==> config.mk <==
export PLATFORM = sky130hd
export DESIGN_NAME = clock_div_gen
export DESIGN_NICKNAME = d
export VERILOG_FILES = /design/src/rtl/clock_div_pkg.sv /design/src/rtl/clock_div_ratio.sv /design/src/rtl/clock_div_gen.sv
export SDC_FILE = /design/constraint.sdc
export NUM_CORES = 1
export LEC_CHECK = 0
export BUFFER_PORTS_ARGS = -buffer_cell sky130_fd_sc_hd__buf_2
export CAP_MARGIN = 0
export CORE_MARGIN = 3
export CORE_UTILIZATION = 30
export CTS_CLUSTER_DIAMETER = 80
export CTS_CLUSTER_SIZE = 28
export DETAILED_ROUTE_END_ITERATION = 8
export HOLD_SLACK_MARGIN = 0.08
export PLACE_DENSITY = 0.54
export SLEW_MARGIN = 10
export SYNTH_ARGS = -nofsm -noshare
export SYNTH_HDL_FRONTEND = slang
export SYNTH_SLANG_ARGS = --single-unit
export TNS_END_PERCENT = 10
==> constraint.sdc <==
create_clock -name clk -period 4.35 [get_ports clk]
set_input_delay 0.2175 -clock clk [delete_from_list [all_inputs] [get_ports clk]]
set_output_delay 0.2175 -clock clk [all_outputs]
set_load 0.01 [all_outputs]
==> src/rtl/clock_div_pkg.sv <==
// clock_div_pkg: shared state encoding and phase-length helper for clock_div_gen
package clock_div_pkg;
   typedef enum logic [1:0] {OFF, HIGH, LOW} state_t;
   localparam int MIN_DIV = 2;
   typedef struct packed {
      int h;
      int l;
   } phase_t;
   function automatic phase_t phases(int n);
      int neff;
      neff = n < MIN_DIV ? MIN_DIV : n;
      return phase_t'{h: neff / 2, l: neff - neff / 2};
   endfunction
endpackage

==> src/rtl/clock_div_ratio.sv <==
// clock_div_ratio: holds pending ratio and commits it at period boundaries
module clock_div_ratio
   import clock_div_pkg::*;
#(
   parameter int DIV_W   = 8,
   parameter int DEF_DIV = 4
) (
   input  logic             clk,
   input  logic             rst,
   input  logic             apply_ok,
   input  logic [DIV_W-1:0] div_val,
   input  logic             div_load,
   output logic             div_ack,
   output logic [DIV_W-1:0] cur_div
);
   logic [DIV_W-1:0] pend;
   logic             pend_v;
   always_ff @(posedge clk) begin
      if (rst) begin
         cur_div <= DIV_W'(DEF_DIV);
         pend    <= '0;
         pend_v  <= 1'b0;
         div_ack <= 1'b0;
      end else begin
         div_ack <= apply_ok && pend_v;
         if (apply_ok && pend_v) cur_div <= pend;
         // a load coinciding with an apply stays pending for the next boundary
         pend_v <= div_load || (pend_v && !apply_ok);
         if (div_load) pend <= div_val;
      end
   end
endmodule

==> src/rtl/clock_div_gen.sv <==
// clock_div_gen: glitch-free programmable clock divider/gater producing clk_out and clk_en
module clock_div_gen
   import clock_div_pkg::*;
#(
   parameter int DIV_W   = 8,
   parameter int DEF_DIV = 4
) (
   input  logic             clk,
   input  logic             rst,
   input  logic             en_req,
   input  logic [DIV_W-1:0] div_val,
   input  logic             div_load,
   output logic             div_ack,
   output logic             clk_out,
   output logic             clk_en,
   output logic [DIV_W-1:0] cur_div
);
   localparam logic [DIV_W-1:0] ONE = DIV_W'(1);
   state_t           state, nxt;
   logic [DIV_W-1:0] phase, h_m1, l_m1;
   logic             last, apply_ok;
   phase_t           pl;
   always_comb begin
      pl = phases(int'(cur_div));
      h_m1 = DIV_W'(pl.h - 1);
      l_m1 = DIV_W'(pl.l - 1);
      last = phase == (state == HIGH ? h_m1 : l_m1);
      nxt = state == OFF ? (en_req ? HIGH : OFF) :
            !last        ? state :
            state == HIGH ? LOW : (en_req ? HIGH : OFF);
      // every period boundary (and any idle cycle) may commit a pending ratio
      apply_ok = state == OFF || (state == LOW && last);
   end
   clock_div_ratio #(.DIV_W(DIV_W), .DEF_DIV(DEF_DIV)) u_ratio (
      .clk      (clk),
      .rst      (rst),
      .apply_ok (apply_ok),
      .div_val  (div_val),
      .div_load (div_load),
      .div_ack  (div_ack),
      .cur_div  (cur_div)
   );
   always_ff @(posedge clk) begin
      if (rst) begin
         state   <= OFF;
         phase   <= '0;
         clk_out <= 1'b0;
         clk_en  <= 1'b0;
      end else begin
         state   <= nxt;
         phase   <= (nxt == state && state != OFF) ? phase + ONE : '0;
         clk_out <= nxt == HIGH;
         clk_en  <= nxt != OFF;
      end
   end
endmodule
==> results.sh <==
export IMPL_layout_commonest_cell="nor2_1"
export IMPL_status="finished, final reports clean"
export IMPL_cp_max_fo=9
export IMPL_hold_class="input pin to flip-flop"
export IMPL_die_area_mm2=0.00783
export IMPL_crit_chain="inv_1, ha_1, nand4bb_4, o21ai_0, ha_1, nor2b_1, a211oi_1, mux2i_1, a21oi_1, xnor2_1, a211oi_1, and3_1, o211a_2, mux2i_1"
export IMPL_antenna_found_initial=0
export IMPL_gp_congestion=0.783
export IMPL_die_h_um=88.5
export IMPL_crit_type="flip-flop to flip-flop"
export IMPL_setup_worst_path_start="u_ratio.cur_div[5]"
export IMPL_grt_usage_pct=11.7
export IMPL_finalSetupViolCount=0
export IMPL_start_util_pct=31.6
export IMPL_vias=1518
export IMPL_firstDrtPassIters=4
export IMPL_mostFrequentLayoutCells="nor2_1 (32), dfxtp_1 (30), buf_2 (22)"
export IMPL_synth_area_mm2=0.00204
export IMPL_seq_area_frac_synth_pct=29.4
export IMPL_reg2reg_depth=14
export IMPL_core_area_mm2=0.00646
export IMPL_cp_end_kind="flip-flop"
export IMPL_async_reset_ff_share_pct=0
export IMPL_synth_flop_cell="dfxtp_1"
export IMPL_cts_buffers=5
export IMPL_crit_required_ns=4.56
export IMPL_endpoint="u_ratio.cur_div[6]"
export IMPL_fillerInstances=687
export IMPL_drtIter0Drc=65
export IMPL_nNetsFinal=279
export IMPL_rows=29
export IMPL_p_leak_nw=0.987
export IMPL_grt_pass1_wl_um=7070
export IMPL_dp_slack_ns=0.371
export IMPL_hold_violations=0
export IMPL_rrSetupSlack_ns=0.41
export IMPL_avgSynthCellArea_um2=8.92
export IMPL_yosysWarningCount=0
export IMPL_die_x_um=88.5
export IMPL_cts_tree="yes"
export IMPL_ios=23
export IMPL_cpPeakStageDelay_ns=0.38
export IMPL_wl_per_cell_um=12.4
export IMPL_clk_latency_ns=0.28
export IMPL_slew_viol_final=0
export IMPL_cts_buffer_depth=2
export IMPL_period_needed_ns=3.94
export IMPL_drv_cap=0
export IMPL_power_mw=0.688
export IMPL_synth_edff_count=0
export IMPL_worstPathArrival_ns=4.15
export IMPL_r2r_end="u_ratio.cur_div[6]"
export IMPL_grt_max_degree=31
export IMPL_antenna_cells=0
export IMPL_overflow=0
export IMPL_worstMarginPinSlew_ns=0.490
export IMPL_critPathSlowestCell="o21ai_0"
export IMPL_post_route_period_util_pct=90.5
export IMPL_drive_above_1_share_pct=16.4
export IMPL_worst_r2r_startpoint="u_ratio.cur_div[5]"
export IMPL_ir_worst_vdd_v=0.000181
export IMPL_synth_cell_types=45
export IMPL_rsz0062_at_grt="no"
export IMPL_clock_fmax_mhz=254
export IMPL_regArea_um2=601
export IMPL_port_buffers=22
export IMPL_grt_pass1_vias=1476
export IMPL_syn_to_final_growth_pct=12.6
export IMPL_hpwl_um=3220
export IMPL_cts_sinks=30
export IMPL_finClkSkew_ns=0.00173
export IMPL_synth_cells=229
export IMPL_start_kind="flip-flop"
export IMPL_ys_ff_latch=30
export IMPL_cts_resized=0
export IMPL_wirelength_um=4050
export IMPL_p_per_area_mw_per_mm2=299
export IMPL_cts_max_level=2
export IMPL_post_cts_buffers=0
export IMPL_clk_pin_slew_ns=0.06
export IMPL_syn_nets=259
export IMPL_max_slew_margin_pct=67.0
export IMPL_finalSetupTns_ns=0
export IMPL_multi_input_area_mm2=0.00133
export IMPL_postCtsHoldBufs=0
export IMPL_drc_errors=0
export IMPL_worst_slack_ns=0.413
export IMPL_detail_route_vias_per_cell=4.64
export IMPL_cts_root_buf="clkbuf_8"
export IMPL_antenna_left=0
==> cell type report <==
class / count / area share, %
clock inverter: 1 / 0.218
tap: 77 / 4.19
multi-input combinational: 173 / 57.8
sequential: 30 / 26.1
clock buffer: 7 / 3.75
inverter: 15 / 2.45
timing repair buffer: 24 / 5.44
==> metrics by stage <==
stage,instances,instance area (um^2),hold slack (ns),utilization [%]
after floorplan,229,2040,0.365,-
after global placement,319,2210,0.450,34.2
after detailed placement,319,2210,0.462,34.2
after CTS,327,2300,0.169,35.6
after global routing,327,2300,0.207,35.6
final,327,2300,0.176,35.6
==> logic make-up after synthesis <==
logic type | after synthesis | share of synthesized area [%]
multiplexers | 21 | 10.9
AO/OA/AOI/OAI | 32 | 11.5
XOR/XNOR | 24 | 10.3
flip-flops | 30 | 29.4
adder cells (fa/ha/maj) | 18 | 11.4
AND/OR/NAND/NOR | 78 | 21.1
buffers and inverters | 26 | 5.45
==> power breakdown <==
group	switching, mW	internal, mW
logic	0.0849	0.0736
registers	0.0108	0.288
clock network	0.103	0.127
total	0.199	0.489
==> per-layer routing <==
metal	wire length [um]	share of wire, %	vias to the layer above	track usage, %
met5	0	0	-	0
li1	-	-	801	-
met2	1860	46	27	17.9
met1	1920	47	682	15.5
met4	74	1.8	0	5.08
met3	202	5.0	8	2.98
==> sequential cells by signal (all words and copies together) (netlist names) <==
register / cells
u_ratio.div_ack: 1
clk_out: 1
u_ratio.pend_v: 1
u_ratio.cur_div: 8
state: 2
u_ratio.pend: 8
phase: 8
clk_en: 1
==> synth_stat cells, types with 2 or more instances <==
cell	count	area share, %
nor2_1	32	5.9
dfxtp_1	30	29
mux2i_1	20	9.8
ha_1	17	10
nand2b_1	16	4.9
inv_1	15	2.8
xnor2_1	12	5.1
xor2_1	12	5.1
nor2b_1	10	3.1
clkbuf_1	7	1.3
a21oi_1	6	1.5
nand3_1	5	1.2
nand2_1	4	0.74
o21ai_0	4	0.98
a211oi_1	2	0.74
and3_1	2	0.61
buf_2	2	0.49
o211ai_1	2	0.74
o21ai_2	2	0.86
o21bai_1	2	0.74
o22ai_1	2	0.61
o31ai_1	2	0.74
==> worst max-delay path: cells and delay by family, from the launching register on <==
| kind | cells | cell delay, ns |
|---|---|---|
| mux | 2 | 0.45 |
| simple gates | 3 | 0.66 |
| flops | 1 | 0.34 |
| fa+ha+maj | 2 | 0.70 |
| buf+inv | 1 | 0.11 |
| compound gates | 5 | 1.47 |
| xor+xnor | 1 | 0.14 |
==> how the worst min path moves through the flow <==
| stage | start | to | slack [ns] | cells after the start |
|---|---|---|---|---|
| 2_1_floorplan | div_val[2] | u_ratio.pend[2] | 0.36 | 2 |
| 3_3_place_gp | div_val[2] | u_ratio.pend[2] | 0.45 | 3 |
| 3_5_place_dp | div_val[5] | u_ratio.pend[5] | 0.46 | 3 |
| 4_1_cts | div_val[5] | u_ratio.pend[5] | 0.17 | 3 |
| 5_1_grt | div_val[7] | u_ratio.pend[7] | 0.21 | 3 |
| 6_report | div_val[4] | u_ratio.pend[4] | 0.18 | 3 |
Note: power is estimated with default switching activity, not from simulation.
